## config.mk

```make
export PLATFORM = sky130hd
export DESIGN_NAME = acl2_spi_responder
export DESIGN_NICKNAME = d
export VERILOG_FILES = /design/src/rtl/acl2_spi_responder.sv
export SDC_FILE = /design/constraint.sdc
export NUM_CORES = 1
export LEC_CHECK = 0
export ABC_CLOCK_PERIOD_IN_PS = 5600
export CAP_MARGIN = 20
export CORE_MARGIN = 8
export CORE_UTILIZATION = 60
export DETAILED_ROUTE_END_ITERATION = 6
export HOLD_SLACK_MARGIN = 0.15
export PLACE_DENSITY_LB_ADDON = 0.08
export RECOVER_POWER = 100
export SYNTH_ARGS = -nofsm -noshare
export SYNTH_HDL_FRONTEND = slang
export SYNTH_SLANG_ARGS = --single-unit
```

## constraint.sdc

```tcl
create_clock -name clk -period 5.6 [get_ports clk]
set_input_delay 0.84 -clock clk [delete_from_list [all_inputs] [get_ports clk]]
set_output_delay 0.84 -clock clk [all_outputs]
set_load 0.005 [all_outputs]
```

## src/rtl/acl2_spi_responder.sv

```systemverilog
`default_nettype none
// ============================================================================
// Module   : acl2_spi_responder
// Purpose  : SPI mode-0 responder emulating the ACL2 (ADXL362-style)
//            accelerometer register interface. Decodes write (0x0A) and read
//            (0x0B) commands, serves a 64-byte register map, holds coherent
//            X/Y/Z samples and raises a data-ready interrupt.
// Ports    : clk, rst (async, active-low)
//            sclk, mosi, chip_select  - SPI inputs from master (synchronised)
//            miso, miso_oe            - SPI data back to master
//            sample_valid, x_in/y_in/z_in - sample source interface
//            int1                     - data-ready interrupt
//            power_ctl                - contents of register 0x2D
//            reg_wr/_addr/_data       - pulse per completed write byte
// Revision : 1.0 - initial release
// ============================================================================
module acl2_spi_responder #(
    parameter logic [7:0] DEVID_AD    = 8'hAD,
    parameter logic [7:0] DEVID_MST   = 8'h1D,
    parameter logic [7:0] PARTID      = 8'hF2,
    parameter int         SYNC_STAGES = 2
) (
    input  logic        clk,
    input  logic        rst,
    input  logic        sclk,
    input  logic        mosi,
    input  logic        chip_select,
    output logic        miso,
    output logic        miso_oe,
    input  logic        sample_valid,
    input  logic [15:0] x_in,
    input  logic [15:0] y_in,
    input  logic [15:0] z_in,
    output logic        int1,
    output logic [7:0]  power_ctl,
    output logic        reg_wr,
    output logic [5:0]  reg_wr_addr,
    output logic [7:0]  reg_wr_data
);

    typedef enum logic [2:0] {
        ST_IDLE   = 3'd0,
        ST_CMD    = 3'd1,
        ST_ADDR   = 3'd2,
        ST_WR     = 3'd3,
        ST_RD     = 3'd4,
        ST_IGNORE = 3'd5
    } state_t;

    state_t r_state, w_next_state;

    // ------------------------------------------------------------------
    // Input synchronisers and edge detection
    // ------------------------------------------------------------------
    logic [SYNC_STAGES-1:0] r_sclk_sync, r_mosi_sync, r_cs_sync;
    logic r_sclk_prev, r_cs_prev;

    always_ff @(posedge clk or negedge rst) begin
        if (!rst) begin
            r_sclk_sync <= '0;
            r_mosi_sync <= '0;
            r_cs_sync   <= '1;
            r_sclk_prev <= 1'b0;
            r_cs_prev   <= 1'b1;
        end else begin
            r_sclk_sync <= {r_sclk_sync[SYNC_STAGES-2:0], sclk};
            r_mosi_sync <= {r_mosi_sync[SYNC_STAGES-2:0], mosi};
            r_cs_sync   <= {r_cs_sync[SYNC_STAGES-2:0], chip_select};
            r_sclk_prev <= r_sclk_sync[SYNC_STAGES-1];
            r_cs_prev   <= r_cs_sync[SYNC_STAGES-1];
        end
    end

    logic w_sclk, w_mosi, w_cs;
    logic w_sclk_rise, w_sclk_fall, w_cs_rise, w_cs_fall;
    assign w_sclk      = r_sclk_sync[SYNC_STAGES-1];
    assign w_mosi      = r_mosi_sync[SYNC_STAGES-1];
    assign w_cs        = r_cs_sync[SYNC_STAGES-1];
    assign w_sclk_rise = w_sclk & ~r_sclk_prev;
    assign w_sclk_fall = ~w_sclk & r_sclk_prev;
    assign w_cs_rise   = w_cs & ~r_cs_prev;
    assign w_cs_fall   = ~w_cs & r_cs_prev;

    // ------------------------------------------------------------------
    // Datapath registers
    // ------------------------------------------------------------------
    logic [2:0]  r_bit_cnt;
    logic [6:0]  r_shift_in;
    logic [7:0]  r_shift_out;
    logic [5:0]  r_ptr;
    logic        r_is_read;
    logic [7:0]  r_regs [0:15];          // writable bytes 0x1F..0x2E
    logic [15:0] r_x, r_y, r_z;
    logic [15:0] r_pend_x, r_pend_y, r_pend_z;
    logic        r_pend_valid;
    logic        r_data_ready;
    logic        r_read_sample;

    logic       w_active, w_byte_done;
    logic [7:0] w_rx_byte;
    assign w_active    = (r_state != ST_IDLE) && !w_cs;
    assign w_byte_done = w_active && w_sclk_rise && (r_bit_cnt == 3'd7);
    assign w_rx_byte   = {r_shift_in, w_mosi};

    // Read mux: the ADDR state loads straight from the incoming address byte.
    logic [5:0] w_rd_addr;
    logic [7:0] w_rd_data;
    logic [3:0] w_rd_idx, w_wr_idx;
    logic       w_rd_is_sample, w_wr_ok;
    assign w_rd_addr = (r_state == ST_ADDR) ? w_rx_byte[5:0] : r_ptr;
    // Offset from 0x1F modulo 16 needs only the low nibble.
    assign w_rd_idx  = w_rd_addr[3:0] - 4'hF;
    assign w_wr_idx  = r_ptr[3:0] - 4'hF;
    assign w_rd_is_sample = (w_rd_addr >= 6'h0E) && (w_rd_addr <= 6'h13);
    assign w_wr_ok        = (r_ptr >= 6'h1F) && (r_ptr <= 6'h2E);

    always_comb begin
        w_rd_data = 8'h00;
        case (w_rd_addr)
            6'h00:   w_rd_data = DEVID_AD;
            6'h01:   w_rd_data = DEVID_MST;
            6'h02:   w_rd_data = PARTID;
            6'h0B:   w_rd_data = {7'b0, r_data_ready};
            6'h0E:   w_rd_data = r_x[7:0];
            6'h0F:   w_rd_data = r_x[15:8];
            6'h10:   w_rd_data = r_y[7:0];
            6'h11:   w_rd_data = r_y[15:8];
            6'h12:   w_rd_data = r_z[7:0];
            6'h13:   w_rd_data = r_z[15:8];
            default: begin
                if ((w_rd_addr >= 6'h1F) && (w_rd_addr <= 6'h2E))
                    w_rd_data = r_regs[w_rd_idx];
            end
        endcase
    end

    // ------------------------------------------------------------------
    // FSM
    // ------------------------------------------------------------------
    always_ff @(posedge clk or negedge rst) begin
        if (!rst) r_state <= ST_IDLE;
        else      r_state <= w_next_state;
    end

    always_comb begin
        w_next_state = r_state;
        if (w_cs_rise) begin
            w_next_state = ST_IDLE;
        end else begin
            case (r_state)
                ST_IDLE: if (w_cs_fall) w_next_state = ST_CMD;
                ST_CMD: begin
                    if (w_byte_done)
                        w_next_state = ((w_rx_byte == 8'h0A) || (w_rx_byte == 8'h0B))
                                       ? ST_ADDR : ST_IGNORE;
                end
                ST_ADDR: if (w_byte_done) w_next_state = r_is_read ? ST_RD : ST_WR;
                default: w_next_state = r_state;
            endcase
        end
    end

    // ------------------------------------------------------------------
    // Samples: loaded directly while deselected, otherwise deferred.
    // ------------------------------------------------------------------
    logic w_load_direct, w_load_pend, w_load, w_measure;
    assign w_load_direct = sample_valid && w_cs;
    assign w_load_pend   = w_cs_rise && r_pend_valid && !sample_valid;
    assign w_load        = w_load_direct || w_load_pend;
    assign w_measure     = (r_regs[14][1:0] == 2'b10);   // register 0x2D

    always_ff @(posedge clk or negedge rst) begin
        if (!rst) begin
            r_bit_cnt     <= 3'd0;
            r_shift_in    <= 7'd0;
            r_shift_out   <= 8'd0;
            r_ptr         <= 6'd0;
            r_is_read     <= 1'b0;
            reg_wr        <= 1'b0;
            reg_wr_addr   <= 6'd0;
            reg_wr_data   <= 8'd0;
            for (int i = 0; i < 16; i++) r_regs[i] <= 8'd0;
            r_x           <= 16'd0;
            r_y           <= 16'd0;
            r_z           <= 16'd0;
            r_pend_x      <= 16'd0;
            r_pend_y      <= 16'd0;
            r_pend_z      <= 16'd0;
            r_pend_valid  <= 1'b0;
            r_data_ready  <= 1'b0;
            r_read_sample <= 1'b0;
        end else begin
            reg_wr <= 1'b0;

            if (w_cs_fall) begin
                r_bit_cnt     <= 3'd0;
                r_read_sample <= 1'b0;
            end else if (w_active && w_sclk_rise) begin
                r_shift_in <= w_rx_byte[6:0];
                r_bit_cnt  <= r_bit_cnt + 3'd1;
            end

            // No shift on the falling edge that follows a byte boundary:
            // the freshly loaded MSB must survive until the next rising edge.
            if (w_active && w_sclk_fall && (r_state == ST_RD) && (r_bit_cnt != 3'd0))
                r_shift_out <= {r_shift_out[6:0], 1'b0};

            if (w_byte_done) begin
                case (r_state)
                    ST_CMD: r_is_read <= (w_rx_byte == 8'h0B);
                    ST_ADDR: begin
                        if (r_is_read) begin
                            r_shift_out <= w_rd_data;
                            r_ptr       <= w_rx_byte[5:0] + 6'd1;
                            if (w_rd_is_sample) r_read_sample <= 1'b1;
                        end else begin
                            r_ptr <= w_rx_byte[5:0];
                        end
                    end
                    ST_WR: begin
                        reg_wr      <= 1'b1;
                        reg_wr_addr <= r_ptr;
                        reg_wr_data <= w_rx_byte;
                        if (w_wr_ok) r_regs[w_wr_idx] <= w_rx_byte;
                        r_ptr <= r_ptr + 6'd1;
                    end
                    ST_RD: begin
                        r_shift_out <= w_rd_data;
                        r_ptr       <= r_ptr + 6'd1;
                        if (w_rd_is_sample) r_read_sample <= 1'b1;
                    end
                    default: ;
                endcase
            end

            if (w_load_direct) begin
                r_x <= x_in;
                r_y <= y_in;
                r_z <= z_in;
            end else if (w_load_pend) begin
                r_x <= r_pend_x;
                r_y <= r_pend_y;
                r_z <= r_pend_z;
            end

            if (sample_valid && !w_cs) begin
                r_pend_x     <= x_in;
                r_pend_y     <= y_in;
                r_pend_z     <= z_in;
                r_pend_valid <= 1'b1;
            end else if (w_cs_rise) begin
                r_pend_valid <= 1'b0;
            end

            // Set has priority over the end-of-transaction clear.
            if (w_load && w_measure)
                r_data_ready <= 1'b1;
            else if (w_cs_rise && r_read_sample)
                r_data_ready <= 1'b0;
        end
    end

    assign miso      = (r_state == ST_RD) ? r_shift_out[7] : 1'b0;
    assign miso_oe   = ~w_cs;
    assign int1      = r_data_ready;
    assign power_ctl = r_regs[14];

endmodule
`default_nettype wire

```

* Yosys cells after proc, flatten, opt, wreduce, memory -nomap -nowiden
Index checks and enable logic that the tools add are counted.
** Operators by class
- Bitwise logic cells :: 11
- Add/sub/neg operators :: 5
- Reduce and logical (&&, ||, !) cells :: 37
- Order comparisons :: 9
- Mux-type cells :: 42
- Eq/ne operators :: 20
** Operators by type and width (count)
- 128-bit bitwise mux :: 1
- 16-bit two-way mux :: 6
- 8-bit one-hot mux with 10 select lines :: 1
- 8-bit two-way mux :: 7
- 8-bit binary-select mux with 4-bit select :: 1
- 8-bit demux with 4-bit select :: 1
- 6-bit by 5-bit == test with 1-bit output (second input constant) :: 4
- 3-bit two-way mux :: 8
- 6-bit by 4-bit == test with 1-bit output (second input constant) :: 3
- 8-bit by 4-bit == test with 1-bit output (second input constant) :: 2
- 1-bit logical AND :: 16
- 8-bit one-hot mux with 2 select lines :: 1
- 6-bit by 1-bit adder with 6-bit output (second input constant) :: 2
- 6-bit by 5-bit greater-or-equal comparator with 1-bit output (second input constant) :: 2
- 6-bit <= comparator (second input constant) :: 2
- 6-bit two-way mux :: 2
- 6-bit one-hot mux with 2 select lines :: 1
- 1-bit two-way mux :: 11
- 5-bit greater-or-equal comparator (second input constant) :: 2
- 4-bit inverter with 5-bit output :: 2
- 2-bit nonzero test :: 5
- 3-bit != test (second input constant) :: 3
- 3-bit one-hot mux with 3 select lines :: 1
- 2-bit AND reduction :: 4
- other kinds (23) :: 36
** Storage, ports and cells
- Output and inout port bits :: 26
- Register bits after elaboration :: 278
- Logic and storage cells :: 163

* Longest topological paths before layout
- Word-level depth :: 12
- Depth in mapped cells :: 11

* Worst setup path after synthesis
OpenSTA, ideal clock, no wires.
- Path type :: reg2reg
- Start :: register r_state[0]
- End :: register r_shift_out[2]
- Clock period less this slack :: 2462 ps
- Data arrival time :: 2383 ps
- Stages on the path, launching flop included :: 9
- Setup time :: 80 ps
- Slack :: 3138 ps
- Required time :: 5520 ps
- Cells stage by stage :: dfrtp_1 -> nor3b_2 -> buf_6 -> mux2i_1 -> clkbuf_1 -> mux2_2 -> a22o_1 -> nor3_1 -> a2bb2oi_1
** Between the ends
- Word-level cells in the longest chain between the ends :: 12
- Elaborated cells on any way between the ends :: 34
- Those cells by class :: add/sub: 1; order compare: 2; eq/ne: 11; mux: 10; bitwise: 1; reduce/logical: 9
** RTL lines
- start, declared :: RTL line 50 : state_t r_state, w_next_state;
- start signal, assigned :: RTL line 142 : else r_state <= w_next_state;
- 3-bit by 2-bit == test with 1-bit output :: RTL line 110, 209
- 6-bit two-way mux :: RTL line 110 : assign w_rd_addr = (r_state == ST_ADDR) ? w_rx_byte[5:0] : r_ptr;
- 4-bit subtractor :: RTL line 112 : assign w_rd_idx = w_rd_addr[3:0] - 4'hF;
- 4-bit inverter with 5-bit output (implied by the code) :: RTL line 132 : w_rd_data = r_regs[w_rd_idx];
- 8-bit binary-select mux with 4-bit select :: RTL line 132
- 8-bit two-way mux (implied by the code) (2 in series) :: RTL line 132
- 8-bit two-way mux :: RTL line 131 : if ((w_rd_addr >= 6'h1F) && (w_rd_addr <= 6'h2E))
- 8-bit one-hot mux with 10 select lines :: RTL line 119 : case (w_rd_addr)
- 8-bit two-way mux :: RTL line 212 : if (r_is_read) begin
- 8-bit one-hot mux with 2 select lines :: RTL line 209 : case (r_state)
- 8-bit two-way mux * :: RTL line 208 : if (w_byte_done) begin
- end signal, assigned :: RTL line 206 : r_shift_out <= {r_shift_out[6:0], 1'b0};
- end signal, assigned :: RTL line 213 : r_shift_out <= w_rd_data;
- end signal, assigned :: RTL line 228 : r_shift_out <= w_rd_data;
- end, declared :: RTL line 89 : logic [7:0] r_shift_out;
Mark *: on every way between the ends. The rest lies on a longest branch, timed or not. The select of a mux whose other input is x is not followed.
A chain may end at the register's enable or synchronous reset.

* Final worst setup path
- Start :: input port sample_valid
- End :: register r_data_ready (netlist: int1)
** Between the ends
- Word-level cells in the longest chain between the ends :: 5
- Elaborated cells on any way between the ends :: 7
- Those cells by class :: mux: 1; reduce/logical: 6
** RTL lines
- start, declared :: RTL line 30 : input logic sample_valid,
- 1-bit logical NOT :: RTL line 168 : assign w_load_pend = w_cs_rise && r_pend_valid && !sample_valid;
- 1-bit logical AND :: RTL line 168
- 1-bit logical OR * :: RTL line 169 : assign w_load = w_load_direct || w_load_pend;
- 1-bit logical AND * :: RTL line 256 : if (w_load && w_measure)
- 1-bit two-way mux or 2-bit nonzero test (tied branches)
- end signal, assigned :: RTL line 190 : r_data_ready <= 1'b0;
- end signal, assigned :: RTL line 257 : r_data_ready <= 1'b1;
- end signal, assigned :: RTL line 259 : r_data_ready <= 1'b0;
- end, declared :: RTL line 96 : logic r_data_ready;
Mark *: on every way between the ends. The rest lies on a longest branch, timed or not.

==> impl_metrics.py <==
metrics = {
    "yosys": {
        "synth-edff-count": 0,
        "synth_ff_type": "dfrtp_1",
        "yosysSeqAreaShare_pct": 51.0,
        "synth_cell_type_count": 73,
        "syn-cell-area_sq_mm": 0.0137,
        "ys_ff_latch": 278,
        "syn_area_per_cell_sq_um": 11.2,
        "synthArstFlopShare_pct": 100,
        "syn_nets": 1290,
        "synth_warnings": 0,
        "synthCells": 1223,
    },
    "clock_tree": {
        "clkLatencyLatePin_ns": 0.55,
        "clock_sinks": 278,
        "cts_buffer_depth": 3,
        "postCtsHoldBufs": 0,
        "cts_tree": "done",
        "clock-root-buffer": "clkbuf_16",
        "postCtsSetupBuffers": 0,
        "htreeDepth": 1,
        "ctsResizeCount": 0,
        "clk_pin_slew_ns": 0.06,
        "numCtsBuffers": 29,
    },
    "detailed_routing": {
        "drt_first_pass_iters": 6,
        "routed_wl_um": 34300,
        "drtIter0Drc": 979,
        "vias": 9777,
        "postRouteAntennaNets": 0,
        "drc": 0,
        "wl_per_cell_um": 21.9,
        "viasPerCell": 6.24,
    },
    "sta": {
        "rsz0062_at_grt": "false",
        "slew_viol_final": 284,
        "min_period_ns": 4.20,
        "slew_headroom_pct": -80.5,
        "min_period_over_period_pct": 75.1,
        "whs_ns": 0.346,
        "final-hold-violation-count": 0,
        "setup_violations": 0,
        "worstMarginPinSlew_ns": 2.71,
        "fin_tns_setup_ns": 0,
        "worst_slack_ns": 1.40,
        "max_freq_ghz": 0.238,
        "fin_worst_skew_ns": 0.0125,
    },
    "setup_path": {
        "cp_max_fo": 97,
        "crit_type": "primary input to register",
        "r2r_setup_slack_ns": 1.56,
        "start_kind": "primary input",
        "critical_path_arrival_ns": 4.64,
        "crit_path_end_kind": "register",
        "required_ns": 6.03,
    },
    "global_route": {
        "met1_usage_pct": 32.6,
        "grt_pass1_wl_um": 54900,
        "grt_pass1_vias": 9889,
        "antenna_found_initial": 0,
        "grt.met2_usage_pct": 39.7,
        "grt-busiest-layer": "met2",
        "grt_use_met3_pct": 4.33,
        "grt_usage_pct": 24.5,
        "grt_max_degree": 141,
        "grt_overflow_total": 0,
    },
    "worst_hold_path": {
        "worstHoldPathType": "register to register",
    },
    "status": {
        "violations": "capacitance limit, slew limit",
        "status": "finished with violations",
    },
    "layout": {
        "final_area_sq_mm": 0.0155,
        "antenna-diode-count": 0,
        "finalNetCount": 1326,
        "layout-drive-gt1-share_pct": 21.1,
        "area_growth_pct": 13.5,
        "fin_cells": 1567,
        "fillers": 1740,
    },
    "floorplan": {
        "ioPinCount": 80,
        "fp.dieW_um": 167,
        "row_count": 55,
        "core_sq_mm": 0.0225,
        "initial_core_util_pct": 60.7,
        "die_y_um": 167,
        "dieArea_sq_mm": 0.0279,
    },
    "power_and_ir_drop": {
        "peakVddDrop_v": 0.000268,
        "leakage_nw": 7.23,
        "powerDensity_mw_per_mm2": 330,
    },
    "place": {
        "dp_cells": 1513,
        "gp_congestion": 0.932,
        "place_area_sq_mm": 0.0145,
        "dp_hpwl_um": 23100,
        "numPortBuffers": 79,
        "pre_cts_ws_ns": 1.93,
    },
    "flow_run": {
        "max-cap-violations": 4,
    },
}
==> layout by cell type, fill, tap and decap left out, types with 22 or more instances in the layout <==
master / count
dfrtp_1: 275
clkdlybuf4s50_1: 49
nand2_1: 136
dlygate4sd3_1: 29
a21oi_1: 84
nor2_1: 90
nand3_1: 22
clkbuf_16: 29
mux2_2: 184
mux2i_1: 85
==> worst paths after layout <==
check | from | endpoint | depth (start not counted)
setup / recovery | sample_valid | int1 | 5
setup reg to reg | r_state[1] | r_shift_out[1] | 7
hold / removal | r_sclk_sync[0] | r_sclk_sync[1] | 0
min in group asynchronous | rst | reg_wr_data[7] | 1
max in group asynchronous | rst | r_y[3] | 2
hold reg to reg | r_sclk_sync[0] | r_sclk_sync[1] | 0
==> synth_stat cells, drive strengths merged, types with 6 or more instances <==
master	instances	area share [%]
nand2	137	3.8
nand2b	12	0.60
nand4	9	0.41
nor3	18	0.66
ha	13	1.2
buf	40	1.7
nor4	6	0.27
nor2	90	2.8
nor2b	8	0.37
mux2i	87	6.5
a21oi	84	3.1
inv	13	0.36
xnor2	6	0.38
dfrtp	275	50
a31oi	12	0.55
o21ai	20	0.84
clkbuf	50	1.4
a22o	6	0.38
nand3	22	0.81
nand3b	8	0.44
o31ai	8	0.44
and3	6	0.27
a211oi	7	0.38
mux2	185	15
o211ai	6	0.33
a221oi	8	0.51
o22ai	10	0.46
==> layout make-up <==
type,count,area [sq um],area share [%]
multi-input cells,841,6180,39.9
repair buffers,95,908,5.86
inverters,14,52.6,0.339
clock inverters,15,188,1.21
well taps,285,357,2.30
clock buffers,39,863,5.57
flip-flops and latches,278,6960,44.9
==> routing by layer <==
| metal | part of all wire, % | vias up | wire, um |
|---|---|---|---|
| met5 | 0 | - | 0 |
| met2 | 47 | 336 | 16200 |
| met3 | 6.6 | 68 | 2280 |
| li1 | - | 4464 | - |
| met4 | 3.3 | 0 | 1130 |
| met1 | 43 | 4909 | 14700 |
==> power by group <==
part	switching (W)	internal [W]	total [W]	leakage (nW)
Combinational	0.000423	0.000286	0.000709	3.11
Clock	0.000800	0.00126	0.00206	0.523
Sequential	0.000176	0.00216	0.00234	3.60
==> registers in the layout, summed over array words and instances, names as in the netlist, 8 cells and up <==
name and flops:
r_pend_y 16, reg_wr_data 8, r_z 16, r_pend_z 16, r_x 16, r_regs 120, r_shift_out 8, r_y 16
r_pend_x 16, power_ctl 8
==> logic make-up after synthesis <==
group	Yosys count	share of synthesized area (%)
buf+inv	104	3.51
xor+xnor	10	0.641
mux	275	22.3
flops	278	51.0
compound gates	201	9.56
fa+ha+maj	13	1.19
simple gates	342	11.9
==> critical path: stages <==
cell	delay, ns
dlygate4sd3_1	0.58
nand2_1	1.30
o21ai_0	0.30
clkbuf_2	0.99
a32o_1	0.62
==> metrics by stage <==
step	power [W]	util (%)
floorplan	0.00279	-
global placement	0.00306	64.6
detailed placement	0.00308	64.6
CTS	0.00514	69.3
global route	0.00533	68.9
finish	0.00511	68.9
No activity file was read; power rests on OpenSTA's default activity.
